[src/rtl/shape_reg_receiver.sv]
// ---------------------------------------------------------------------------
// shape_reg_receiver
//
// Shape-side receiver for the scan/program stream from the coordinate
// generator.
//
// Program cycles whose x_in matches SHAPE_ID write a shadow register bank.
// When the program burst ends, the shadow bank is copied into the active bank,
// but only if it actually received a write during that burst.
//
// Scan cycles run through a two-stage pipeline that tests each pixel against
// the active rectangle. The result goes to the pixel combiner.
//
// Parameters
//   SHAPE_ID     11-bit shape address this instance answers to
//
// Ports
//   clk          system clock, all logic on posedge
//   rst_n        asynchronous active-low reset
//   program_in   1 = program write cycle, 0 = scan cycle
//   x_in         program: shape address, scan: pixel x
//   y_in         program: register address, scan: pixel y
//   data_in      program: write data, ignored while scanning
//   pix_valid    hit/colour_out/x_out/y_out belong to a scan pixel
//   x_out        pixel x aligned with hit
//   y_out        pixel y aligned with hit
//   hit          pixel lies inside the active rectangle and CTRL.en is set
//   colour_out   active COLOUR when hit, else 0
//   cfg_pending  shadow bank holds uncommitted writes
//   bad_addr     sticky flag, a matching write used a register address > 5
//
// Register map (y_in while programming)
//   0 X_MIN[10:0]   1 X_MAX[10:0]   2 Y_MIN[11:0]
//   3 Y_MAX[11:0]   4 COLOUR[11:0]  5 CTRL[0] = en
// ---------------------------------------------------------------------------
module shape_reg_receiver #(
  parameter logic [10:0] SHAPE_ID = 11'd0
) (
  input  logic        clk,
  input  logic        rst_n,
  input  logic        program_in,
  input  logic [10:0] x_in,
  input  logic [11:0] y_in,
  input  logic [11:0] data_in,
  output logic        pix_valid,
  output logic [10:0] x_out,
  output logic [11:0] y_out,
  output logic        hit,
  output logic [11:0] colour_out,
  output logic        cfg_pending,
  output logic        bad_addr
);

  localparam logic [2:0] REG_X_MIN  = 3'd0;
  localparam logic [2:0] REG_X_MAX  = 3'd1;
  localparam logic [2:0] REG_Y_MIN  = 3'd2;
  localparam logic [2:0] REG_Y_MAX  = 3'd3;
  localparam logic [2:0] REG_COLOUR = 3'd4;
  localparam logic [2:0] REG_CTRL   = 3'd5;

  // Shadow bank: written during program bursts.
  logic [10:0] sh_x_min, sh_x_max;
  logic [11:0] sh_y_min, sh_y_max, sh_colour;
  logic        sh_en;

  // Active bank: used by the hit test.
  logic [10:0] ac_x_min, ac_x_max;
  logic [11:0] ac_y_min, ac_y_max, ac_colour;
  logic        ac_en;

  logic        prog_d;

  // Stage-1 pixel registers.
  logic [10:0] x1;
  logic [11:0] y1;
  logic        v1;

  logic        wr_match;
  logic        wr_valid;
  logic        wr_bad;
  logic        commit_edge;
  logic        in_rect;

  // A write is accepted only when its shape address matches this instance.
  // Register addresses above 5 are flagged and change nothing.
  assign wr_match    = program_in && (x_in == SHAPE_ID);
  assign wr_valid    = wr_match && (y_in <= 12'd5);
  assign wr_bad      = wr_match && (y_in > 12'd5);

  // The burst ends on the first scan cycle after a program cycle.
  assign commit_edge = prog_d && !program_in;

  // Shadow bank writes. The bank is never cleared by a commit, so a later
  // burst only needs to carry the registers it changes.
  // wr_valid guarantees that y_in <= 5, so the low three bits select the
  // register.
  always_ff @(posedge clk or negedge rst_n) begin
    if (!rst_n) begin
      sh_x_min  <= '0;
      sh_x_max  <= '0;
      sh_y_min  <= '0;
      sh_y_max  <= '0;
      sh_colour <= '0;
      sh_en     <= 1'b0;
    end else if (wr_valid) begin
      case (y_in[2:0])
        REG_X_MIN:  sh_x_min  <= data_in[10:0];
        REG_X_MAX:  sh_x_max  <= data_in[10:0];
        REG_Y_MIN:  sh_y_min  <= data_in;
        REG_Y_MAX:  sh_y_max  <= data_in;
        REG_COLOUR: sh_colour <= data_in;
        REG_CTRL:   sh_en     <= data_in[0];
        default:    ;
      endcase
    end
  end

  // Burst tracking and status flags.
  // A commit edge never coincides with a write, because a commit edge needs
  // program_in low. The set and clear of cfg_pending therefore cannot collide.
  always_ff @(posedge clk or negedge rst_n) begin
    if (!rst_n) begin
      prog_d      <= 1'b0;
      cfg_pending <= 1'b0;
      bad_addr    <= 1'b0;
    end else begin
      prog_d <= program_in;
      if (wr_valid)
        cfg_pending <= 1'b1;
      else if (commit_edge)
        cfg_pending <= 1'b0;
      if (wr_bad)
        bad_addr <= 1'b1;
    end
  end

  // Active bank update.
  // The active bank changes on the same edge that captures the first
  // post-burst pixel into stage 1. Every later S2 compare therefore sees one
  // consistent configuration.
  always_ff @(posedge clk or negedge rst_n) begin
    if (!rst_n) begin
      ac_x_min  <= '0;
      ac_x_max  <= '0;
      ac_y_min  <= '0;
      ac_y_max  <= '0;
      ac_colour <= '0;
      ac_en     <= 1'b0;
    end else if (commit_edge && cfg_pending) begin
      ac_x_min  <= sh_x_min;
      ac_x_max  <= sh_x_max;
      ac_y_min  <= sh_y_min;
      ac_y_max  <= sh_y_max;
      ac_colour <= sh_colour;
      ac_en     <= sh_en;
    end
  end

  // Stage 1: register the incoming coordinate and whether it is a pixel.
  always_ff @(posedge clk or negedge rst_n) begin
    if (!rst_n) begin
      x1 <= '0;
      y1 <= '0;
      v1 <= 1'b0;
    end else begin
      x1 <= x_in;
      y1 <= y_in;
      v1 <= !program_in;
    end
  end

  // Inclusive unsigned bounds. Inverted bounds make this false for every
  // pixel, which gives the empty rectangle.
  assign in_rect = (x1 >= ac_x_min) && (x1 <= ac_x_max) &&
                   (y1 >= ac_y_min) && (y1 <= ac_y_max) && ac_en;

  // Stage 2: registered outputs.
  // On bubbles, hit and colour are forced low and x_out/y_out hold the last
  // pixel's coordinates.
  always_ff @(posedge clk or negedge rst_n) begin
    if (!rst_n) begin
      pix_valid  <= 1'b0;
      x_out      <= '0;
      y_out      <= '0;
      hit        <= 1'b0;
      colour_out <= '0;
    end else begin
      pix_valid <= v1;
      if (v1) begin
        x_out <= x1;
        y_out <= y1;
      end
      hit        <= v1 && in_rect;
      colour_out <= (v1 && in_rect) ? ac_colour : 12'd0;
    end
  end

endmodule

[config.mk]
export PLATFORM = sky130hd
export DESIGN_NAME = shape_reg_receiver
export DESIGN_NICKNAME = d
export VERILOG_FILES = /design/src/rtl/shape_reg_receiver.sv
export SDC_FILE = /design/constraint.sdc
export NUM_CORES = 1
export LEC_CHECK = 0
export CORE_ASPECT_RATIO = 0.6
export CORE_MARGIN = 5
export CORE_UTILIZATION = 39
export CTS_CLUSTER_SIZE = 8
export DETAILED_ROUTE_END_ITERATION = 12
export PLACE_DENSITY = 0.72
export SYNTH_ARGS = -nofsm -noshare
export SYNTH_HDL_FRONTEND = slang
export SYNTH_SLANG_ARGS = --single-unit
[constraint.sdc]
create_clock -name clk -period 2.1 [get_ports clk]
set_input_delay 0.42 -clock clk [delete_from_list [all_inputs] [get_ports clk]]
set_output_delay 0.42 -clock clk [all_outputs]
set_load 0.01 [all_outputs]
* Word-level counts from Yosys, hierarchy flattened *
Cells that the tools add are included.

cells by class
  order comparisons = 6
  eq/ne operators = 5
  multiplexer cells = 3
  reduce and logical (&&, ||, !) cells = 20

operators with widths
  kind                   count
  $ge A12 B12 Y1         1
  $gt A12 B3 Y1 const B  1
  $le A12 B12 Y1         1
  $le A12 B3 Y1 const B  1
  $mux W12               1
  $reduce_and A2 Y1      6
  $ge A11 B11 Y1         1
  $le A11 B11 Y1         1
  $logic_not A11 Y1      1
  $logic_and A1 B1 Y1    10
  $eq A3 B2 Y1 const B   2
  $eq A3 B3 Y1 const B   2
  $eq A3 B1 Y1 const B   1
  $logic_not A3 Y1       1
  $mux W1                2
  $reduce_bool A2 Y1     1
  $logic_not A1 Y1       1

word-level totals
  bits in registers = 182
  input bits = 38
  logic and storage cells = 57

* Depth between registers and ports, before layout *
Gate-level depths: netlist of the first run.

  depth in word-level cells = 7
  mapped depth = 9

* Least setup slack after synthesis of the first run *
Ideal clock, no wire load.

  path type = register to register
  from = register x1[4]
  to = register colour_out[10]
  arrival = 1.930 ns
  data required time = 2.014 ns
  setup slack = 0.084 ns
  stages on the path, launching flop included = 9
  cells stage by stage = dfrtp_1 -> ha_1 -> a21o_1 -> a21o_1 -> a211oi_1 -> o21ai_0 -> a211o_1 -> clkbuf_1 -> nor3_1

on the way
  word-level cells in the longest chain between the ends = 7
  elaborated cells between the ends (all ways) = 8
  classes of those cells = 2 x order compare; 1 x mux; 5 x reduce/logical

ends and longest elaborated chain
  what                                                     line  RTL
  from (decl)                                              74    logic [10:0] x1;
  from (signal assigned)                                   166   x1 <= x_in;
  $ge A11 B11 Y1 / $le A11 B11 Y1 (equally long branches)  174   assign in_rect = (x1 >= ac_x_min) && (x1 <= ac_x_max) &&
  $logic_and A1 B1 Y1 * (2 in series)                      174
  $logic_and A1 B1 Y1 * (2 in series)                      175   (y1 >= ac_y_min) && (y1 <= ac_y_max) && ac_en;
  $logic_and A1 B1 Y1 *                                    194   colour_out <= (v1 && in_rect) ? ac_colour : 12'd0;
  $mux W12 *                                               194
  to (signal assigned)                                     194
  to (decl)                                                49    output logic [11:0] colour_out,

Mark *: on every way between the ends. The rest lies on a longest branch, timed or not.
A chain may end at the register's enable or synchronous reset.

* Worst setup path after layout of the first run *
  from = register x1[5]
  to = register colour_out[2]

Same word-level chain as after synthesis.

==> impl_metrics.toml, run 1 <==
[place]
placed_cell_area_mm2 = 0.00915
dpl.hpwl_um = 12700
routabilityCongestion = 0.881
dp_cells = 914
dp_slack_ps = -510
io_buffers = 76

[layout]
fin_nets = 766
layout_common_cells = "180 x dfrtp_1, 108 x mux2_2, 57 x inv_1"
fillers = 1568
final_common_cell = "dfrtp_1"
drive_above_1_share_pct = 37.5
diodes = 0
final_area_mm2 = 0.0101
finalNonFillerCells = 960
multi_input_area_mm2 = 0.00316
seq_area_mm2 = 0.00456
area_growth_pct = 31.3

[logic_synthesis]
ys.flop_type = "dfrtp_1"
ys_seq_area_share_pct = 59.0
synth_area_mm2 = 0.00771
postSynth.asyncResetShare_pct = 100
synthCells = 547
avgSynthCellArea_um2 = 14.1
synth_nets = 631
yosysUniqueCellTypes = 42
synth-edff-count = 0
yosysWarnings = 0
synth-seq-cells = 182

[detailed_routing]
num_vias = 4766
dr.pass1.iters = 4
drt_iter0_drc = 253
ant_nets = 0
route.detailed.drc = 0
post_drt_wl_per_cell_um = 18.7
wirelength_um = 17900
avgViaCountPerCell = 4.96

[timing]
rsz0062_at_grt = "true"
skew_ps = 6.67
setup_slack_ps = -127
worst_slew_pin_slew_ps = 409
timing.hold.ws_ps = 152
fin_crit_sh_pct = 106
relSlewSlack_pct = 72.6
drv_slew = 0
setup_violations = 13
hold_viol = 0
fmax_ghz = 0.449
fin_crit_ps = 2230

[clock_tree]
cts_buffers = 17
clock_latency_ps = 430
clk_pin_slew_ps = 60
h-tree-depth = 4
clock_path_buffers = 2
cts_tree = "built"
clockRootBuffer = "clkbuf_16"
cts_sinks = 182

[global_route]
grt_first_pass_wirelength_um = 28900
grt_pass1_vias = 5333
antenna_found_initial = 0
grtUsageTotal_pct = 16.5
gr-total-overflow = 0
grt_max_degree = 62

[status]
status = "complete, but fails checks"
failed_checks = "setup timing"

[floorplanning]
die_y_um = 119
dieArea_mm2 = 0.0228
core-area_mm2 = 0.0192
die_width_um = 192
io_pins = 77
rows = 39
start_util_pct = 40.1

[pwr]
p_per_area_mw_per_mm2 = 727
vdd.ir_drop.worst_uv = 432
p_leak_nw = 4.89
totalPowerFinal_w = 0.00736

[setup_path]
critPathMaxFanout = 7
arrival_ps = 2580
end_kind = "flip-flop"
worstSetupPathType = "reg2reg"
startpoint_type = "flip-flop"
required_ps = 2450

[job]
cap_violations = 0

[hold_path]
min_path_type = "in2reg"
## repair_timing
action / CTS / global route
hold endpoints to repair: 22 / 0
setup endpoints to repair: 59 / 54
gates cloned: 3 / 0
hold buffers: 1 / 0
gates resized for setup: 63 / 43
setup buffers: 5 / 6
pin swaps: 15 / 17
## power by group
group	leakage (nW)	switching (W)	internal, W
Combinational	2.18	0.000286	0.000281
Clock	0.286	0.00129	0.00187
Sequential	2.43	0.0000506	0.00358
## state kept, by name, indices dropped and copies added (netlist names), 11 cells and up
name        cells
ac_colour      12
y1             12
x_out          11
sh_colour      12
sh_y_max       12
colour_out     12
sh_x_max       11
sh_x_min       11
ac_y_max       12
ac_x_max       11
ac_x_min       11
sh_y_min       12
y_out          12
x1             11
ac_y_min       12
## per-stage QoR
stage	TNS [ps]	utilization (%)
after CTS	-1320	51.8
after detailed placement	-30220	47.6
after floorplan	0	-
after global routing	-1660	52.7
final	-1070	52.7
after global placement	-26770	47.6
## worst max-delay path, stage by stage, from the launching register on
cell and delay, ps:
dfrtp_2 480, ha_4 290, nand4_1 160, buf_4 180
or3_4 330, a211o_4 390, buf_12 170, nor3_4 160
## routing by layer
layer,vias up,share of wire [%],global-route usage (%)
met2,95,45,24.6
met1,2471,49,23.4
met3,27,4.6,4.74
met5,-,0,0
li1,2173,-,-
met4,0,1.8,5.47
## final cells by class
cell class | instances | area share, %
inverter | 58 | 2.15
sequential | 182 | 45.0
clock inverter | 7 | 0.939
multi-input combinational | 292 | 31.2
timing repair buffer | 131 | 12.5
clock buffer | 24 | 4.86
tap | 266 | 3.29
## cell families (layout without fill, tap and decap cells)
family / after synthesis / in the layout / share of synthesized area, %
and+or+nand+nor: 63 / 64 / 5.26
DFF: 182 / 182 / 59.0
adders and majority gates: 46 / 46 / 7.46
buffers and inverters: 74 / 220 / 3.80
muxes: 141 / 141 / 21.1
AOI/OAI and AO/OA: 41 / 41 / 3.37
## worst paths after layout
path,startpoint,cells after the start,to,slack (ps)
setup reg to reg,x1[5],7,colour_out[2],-130
hold / removal,x_in[2],1,x1[2],150
max in group asynchronous,rst_n,3,x1[5],1000
min in group asynchronous,rst_n,2,colour_out[5],460
setup / recovery,x1[5],7,colour_out[2],-130
hold reg to reg,sh_y_min[3],1,sh_y_min[3],490
## Yosys cell counts, types with 2 or more instances
library cell	count	share of area, %
nor4_4	2	0.55
a21o_1	6	0.58
nor2_1	5	0.24
nand4_1	6	0.49
a211oi_1	3	0.29
mux2_2	109	16
buf_1	7	0.34
mux2_4	10	1.9
nand2_1	11	0.54
o21ai_0	6	0.39
dfrtp_1	182	59
inv_1	58	2.8
a211o_1	2	0.23
nand3_1	8	0.52
clkbuf_1	4	0.19
buf_2	3	0.19
nand3_2	2	0.26
nor2b_1	2	0.16
a21oi_1	17	1.1
mux2_1	22	3.2
nor3_1	16	1.0
ha_1	46	7.5
Note: power is estimated with default switching activity, not from simulation.
==> run 2, diff against run 1 <==
--- a/config.mk
+++ b/config.mk
@@ -14,3 +14,4 @@
 export SYNTH_ARGS = -nofsm -noshare
 export SYNTH_HDL_FRONTEND = slang
 export SYNTH_SLANG_ARGS = --single-unit
+export TNS_END_PERCENT = 1
==> run 2 against run 1 <==
  * The flow still finishes with violations (setup timing)
  * Highest routed layer unchanged
  * Power about the same
  * Final cell count fell by 1.1%
  * Die area did not move
  * Combinational power about the same
  * First-iteration DRC count decreased by 30%
  * Setup slack lost 7.6 ps
  * Largest power group unchanged
  * Utilization decreased by 0.67 points
  * Count of clock-buffer cells in the layout unchanged
  * Global-route usage shrank 0.43 points
  * Maximum frequency is 0.34% lower
  * Clock power barely moved
==> impl_metrics.toml, run 2 (synthesis results as in run 1) <==
[status]
status = "complete, but fails checks"
failed_checks = "setup timing"

[detailed_routing]
wirelength_um = 17300
post_drt_wl_per_cell_um = 18.3
num_vias = 4693
drt_iter0_drc = 178
avgViaCountPerCell = 4.95
route.detailed.drc = 0
ant_nets = 0
dr.pass1.iters = 4

[global_route]
grt_pass1_vias = 5283
grt_max_degree = 62
gr-total-overflow = 0
grt_first_pass_wirelength_um = 28300
antenna_found_initial = 0
grtUsageTotal_pct = 16.1

[timing]
skew_ps = 7.54
fmax_ghz = 0.448
hold_viol = 0
timing.hold.ws_ps = 188
tns_ps = -967
drv_slew = 0
setup_slack_ps = -134
setup_violations = 12
fin_crit_ps = 2230
worst_slew_pin_slew_ps = 405
fin_crit_sh_pct = 106
relSlewSlack_pct = 72.8
rsz0062_at_grt = "true"

[floorplanning]
start_util_pct = 40.1
io_pins = 77
die_y_um = 119
rows = 39
core-area_mm2 = 0.0192
dieArea_mm2 = 0.0228
die_width_um = 192

[layout]
area_growth_pct = 29.6
final_common_cell = "dfrtp_1"
final_area_mm2 = 0.0100
diodes = 0
drive_above_1_share_pct = 33.8
finalNonFillerCells = 949
layout_common_cells = "180 x dfrtp_1, 109 x mux2_2, 63 x clkdlybuf4s50_1"
fin_nets = 755

[place]
dp_cells = 914
dp_slack_ps = -510
io_buffers = 76
routabilityCongestion = 0.881
placed_cell_area_mm2 = 0.00915
dpl.hpwl_um = 12700

[clock_tree]
clockRootBuffer = "clkbuf_16"
h-tree-depth = 4
clk_pin_slew_ps = 60
cts_buffers = 17
cts_tree = "built"
clock_latency_ps = 430
cts_sinks = 182
clock_path_buffers = 2

[pwr]
vdd.ir_drop.worst_uv = 427
p_leak_nw = 4.80
p_per_area_mw_per_mm2 = 735

[setup_path]
reg2reg_from = "x1[5]"
r2r-end = "colour_out[2]"
arrival_ps = 2590
worst-r2r-setup-slack_ps = -130
worstSetupPathType = "reg2reg"
required_ps = 2450
rr_worst_depth = 7
startpoint_type = "flip-flop"
startpoint = "x1[5]"
end_kind = "flip-flop"
critPathMaxFanout = 7

[hold_path]
hold_depth = 1
hold_start = "x_in[9]"
min_to = "x1[9]"
min_path_type = "in2reg"

[job]
cap_violations = 0
run 2: cell types whose count changed in the layout (fill, tap and decap cells not counted), moves of 3 or more:
cell,change
clkdlybuf4s50_1,+11
mux2_4,-10
mux2_1,+9
buf_4,-6
dlygate4sd2_1,-6
clkbuf_2,-4
dlymetal6s2s_1,+4
nor3_4,-4
buf_2,-3
buf_6,-3
clkdlybuf4s15_1,-3
run 2: how the worst max path moves through the flow:
stage	endpoint	slack [ps]	depth (start not counted)
after floorplan	colour_out[10]	80	8
after global placement	sh_colour[0]	-460	7
after detailed placement	sh_x_min[1]	-510	7
after CTS	colour_out[2]	-140	8
after global routing	colour_out[10]	-210	7
final	colour_out[2]	-130	7
run 2: through the flow:
step	utilization [%]	total power, W
6_report	52.0	0.00735
5_1_grt	52.0	0.00763
4_1_cts	51.3	0.00741
3_5_place_dp	47.6	0.00424
3_3_place_gp	47.6	0.00422
2_1_floorplan	-	0.00385
run 2: cell type report:
type | instances | area (µm²)
Fill cell | 1587 | 9230
Timing Repair Buffer | 121 | 1230
Clock buffer | 24 | 492
Clock inverter | 7 | 95.1
Inverter | 58 | 218
Sequential cell | 182 | 4560
Tap cell | 266 | 333
Multi-Input combinational cell | 291 | 3070
run 2: repair_timing:
| action | 4_1_cts | 5_1_grt |
|---|---|---|
| hold buffers | 1 | 0 |
| gates cloned | 0 | 0 |
| setup buffers | 1 | 2 |
| hold endpoints to repair | 22 | 0 |
| gates resized for setup | 27 | 28 |
| pin swaps | 6 | 10 |
| endpoints found under the setup margin | 59 | 60 |
run 2: per-layer routing:
metal / GRT usage, % / vias to the layer above / share of wire [%] / wire [µm]
li1: - / 2150 / - / -
met1: 22.2 / 2425 / 48 / 8370
met2: 24.3 / 89 / 45 / 7820
met3: 4.91 / 29 / 4.6 / 805
met4: 5.47 / 0 / 1.9 / 328
met5: 0 / - / 0 / 0
run 2: power breakdown:
group	switching [W]	internal [W]
registers	0.0000505	0.00358
logic	0.000280	0.000288
clock network	0.00128	0.00187
run 2: critical path: stages, from the launching register on:
cell,delay (ps)
dfrtp_2,480
ha_4,290
nand4_1,160
buf_4,180
or3_4,330
a211o_4,400
buf_12,170
nor3_4,160
==> run 3, diff against run 2 <==
--- a/config.mk
+++ b/config.mk
@@ -10,7 +10,7 @@
 export CORE_UTILIZATION = 39
 export CTS_CLUSTER_SIZE = 8
 export DETAILED_ROUTE_END_ITERATION = 12
-export PLACE_DENSITY = 0.72
+export PLACE_DENSITY = 0.7
 export SYNTH_ARGS = -nofsm -noshare
 export SYNTH_HDL_FRONTEND = slang
 export SYNTH_SLANG_ARGS = --single-unit
==> constraint.sdc (replaced) <==
create_clock -name clk -period 2.45 [get_ports clk]
set_input_delay 0.49 -clock clk [delete_from_list [all_inputs] [get_ports clk]]
set_output_delay 0.49 -clock clk [all_outputs]
set_load 0.01 [all_outputs]
==> run 3 against run 2 <==
  * The flow now finishes without violations
  * Register-to-register slack improved by 250 ps
  * Hold slack worse by 150 ps
  * First-iteration DRC count rose by 1.7%
  * Sequential power decreased by 14%
  * Critical path type is now in2reg
==> impl_metrics.toml, run 3 (synthesis results as in run 1) <==
[status]
status = "complete, no violations"

[layout]
final_common_cell = "dfrtp_1"
layout_common_cells = "182 x dfrtp_1, 109 x mux2_2, 75 x clkdlybuf4s50_1"
diodes = 0
fin_nets = 737
final_util_pct = 50.1
drive_above_1_share_pct = 28.8
area_growth_pct = 24.8

[clock_tree]
clock_path_buffers = 2
h-tree-depth = 4
cts_tree = "built"
clk_pin_slew_ps = 60
clock_latency_ps = 430
cts_hold_buf = 0
clockRootBuffer = "clkbuf_16"
cts_sinks = 182
cts_setup_buffers = 0
cts_buffers = 17

[pwr]
share_seq_of_total_power_pct = 50.1
switching_share_pct = 22.1
p_comb_share_pct = 7.3
vdd.ir_drop.worst_uv = 321
p_switching_w = 0.00137
clock_power_share_pct = 42.6
p_int_w = 0.00483
p_per_area_mw_per_mm2 = 644
p_leak_nw = 4.55

[floorplanning]
rows = 39
start_util_pct = 40.1
dieArea_mm2 = 0.0228
io_pins = 77
die_width_um = 192
core-area_mm2 = 0.0192
die_y_um = 119

[setup_path]
rr_worst_depth = 9
startpoint_type = "input port"
required_ps = 2760
arrival_ps = 2650
critPathMaxFanout = 11
reg2reg_from = "ac_x_max[4]"
r2r-end = "colour_out[2]"
end_kind = "flip-flop"
worstSetupPathType = "in2reg"
worst-r2r-setup-slack_ps = 120

[global_route]
grt_first_pass_wirelength_um = 27400
grt_max_degree = 61
antenna_found_initial = 0
grt_pass1_vias = 4984
gr-total-overflow = 0
grtUsageTotal_pct = 15.6

[timing]
tns_ps = 0
fmax_ghz = 0.426
setup_slack_ps = 101
rsz0062_at_grt = "false"
relSlewSlack_pct = 61.9
hold_viol = 0
worst_slew_pin_slew_ps = 572
fin_crit_sh_pct = 95.9
setup_violations = 0
drv_slew = 0
fin_crit_ps = 2350
skew_ps = 7.45

[detailed_routing]
num_vias = 4543
wl_met1_um = 8620
dr.pass1.iters = 4
top_layer_used = "met4"
drt_iter0_drc = 181
ant_nets = 0
dr_wl_met3_um = 548
post_drt_wl_per_cell_um = 18.2
wirelength_um = 16900
routed-wl-met2_um = 7540
avgViaCountPerCell = 4.87
route.detailed.drc = 0

[place]
routabilityCongestion = 0.810
dp_slack_ps = -399
dpl.hpwl_um = 12600
io_buffers = 76

[hold_path]
min_path_type = "in2async"

[job]
cap_violations = 0
==> run 3: changes by cell type in the layout (fill, tap and decap cells not counted), moves of 5 or more <==
cell             previous run  this run
nor3_2                      8         3
nor3_1                      4        14
dlymetal6s2s_1              8         0
nor3_4                      5         0
clkdlybuf4s50_1            63        75
buf_4                      32        20
==> run 3: power groups by stage <==
stage	sequential, W	clock, W	combinational [W]
3_5_place_dp	0.00316	0	0.000455
5_1_grt	0.00311	0.00284	0.000500
3_3_place_gp	0.00316	0	0.000439
4_1_cts	0.00311	0.00270	0.000459
6_report	0.00311	0.00264	0.000452
2_1_floorplan	0.00317	0	0.000127
==> run 3: what timing repair did <==
action,in CTS,in global routing
resized for setup,2,3
pin swaps,0,1
endpoints found under the setup margin,11,31
==> run 3: worst max path at each step <==
stage                 start              to  slack (ps)
floorplan             x1[4]  colour_out[10]         430
global placement    y_in[5]    sh_colour[0]        -330
detailed placement  y_in[5]   sh_colour[11]        -400
CTS                 y_in[5]   sh_colour[11]          60
global route        y_in[5]     sh_x_min[3]          20
finish              y_in[5]    sh_x_min[10]         100
==> run 3: worst max-delay path, stage by stage <==
cell and delay [ps]:
clkdlybuf4s50_1 490, nor4_4 380, nand3_2 210, nor3_2 300
nor3b_2 210, buf_4 220, mux2_2 350
==> run 3: metal layers <==
layer,up-vias,GRT usage (%)
li1,2124,-
met2,66,23.1
met3,18,3.68
met5,-,0
met1,2335,23.1
met4,0,4.71
==> run 3: area by class of cell <==
cell class / instances / area, µm²
inverter: 58 / 218
clock inverter: 7 / 67.6
multi-input combinational: 291 / 2900
fill: 1652 / 9600
timing repair buffer: 103 / 1050
clock buffer: 25 / 505
sequential: 182 / 4550
tap: 266 / 333
==> run 3: metrics by stage <==
stage | hold WS [ps] | area (µm²) | cells | total power (W)
final | 37.9 | 9630 | 932 | 0.00620
after global routing | 84.9 | 9630 | 932 | 0.00645
after CTS | 49.0 | 9610 | 932 | 0.00627
after detailed placement | 467 | 9030 | 900 | 0.00362
after global placement | 465 | 9030 | 900 | 0.00360
after floorplan | 194 | 7710 | 547 | 0.00330
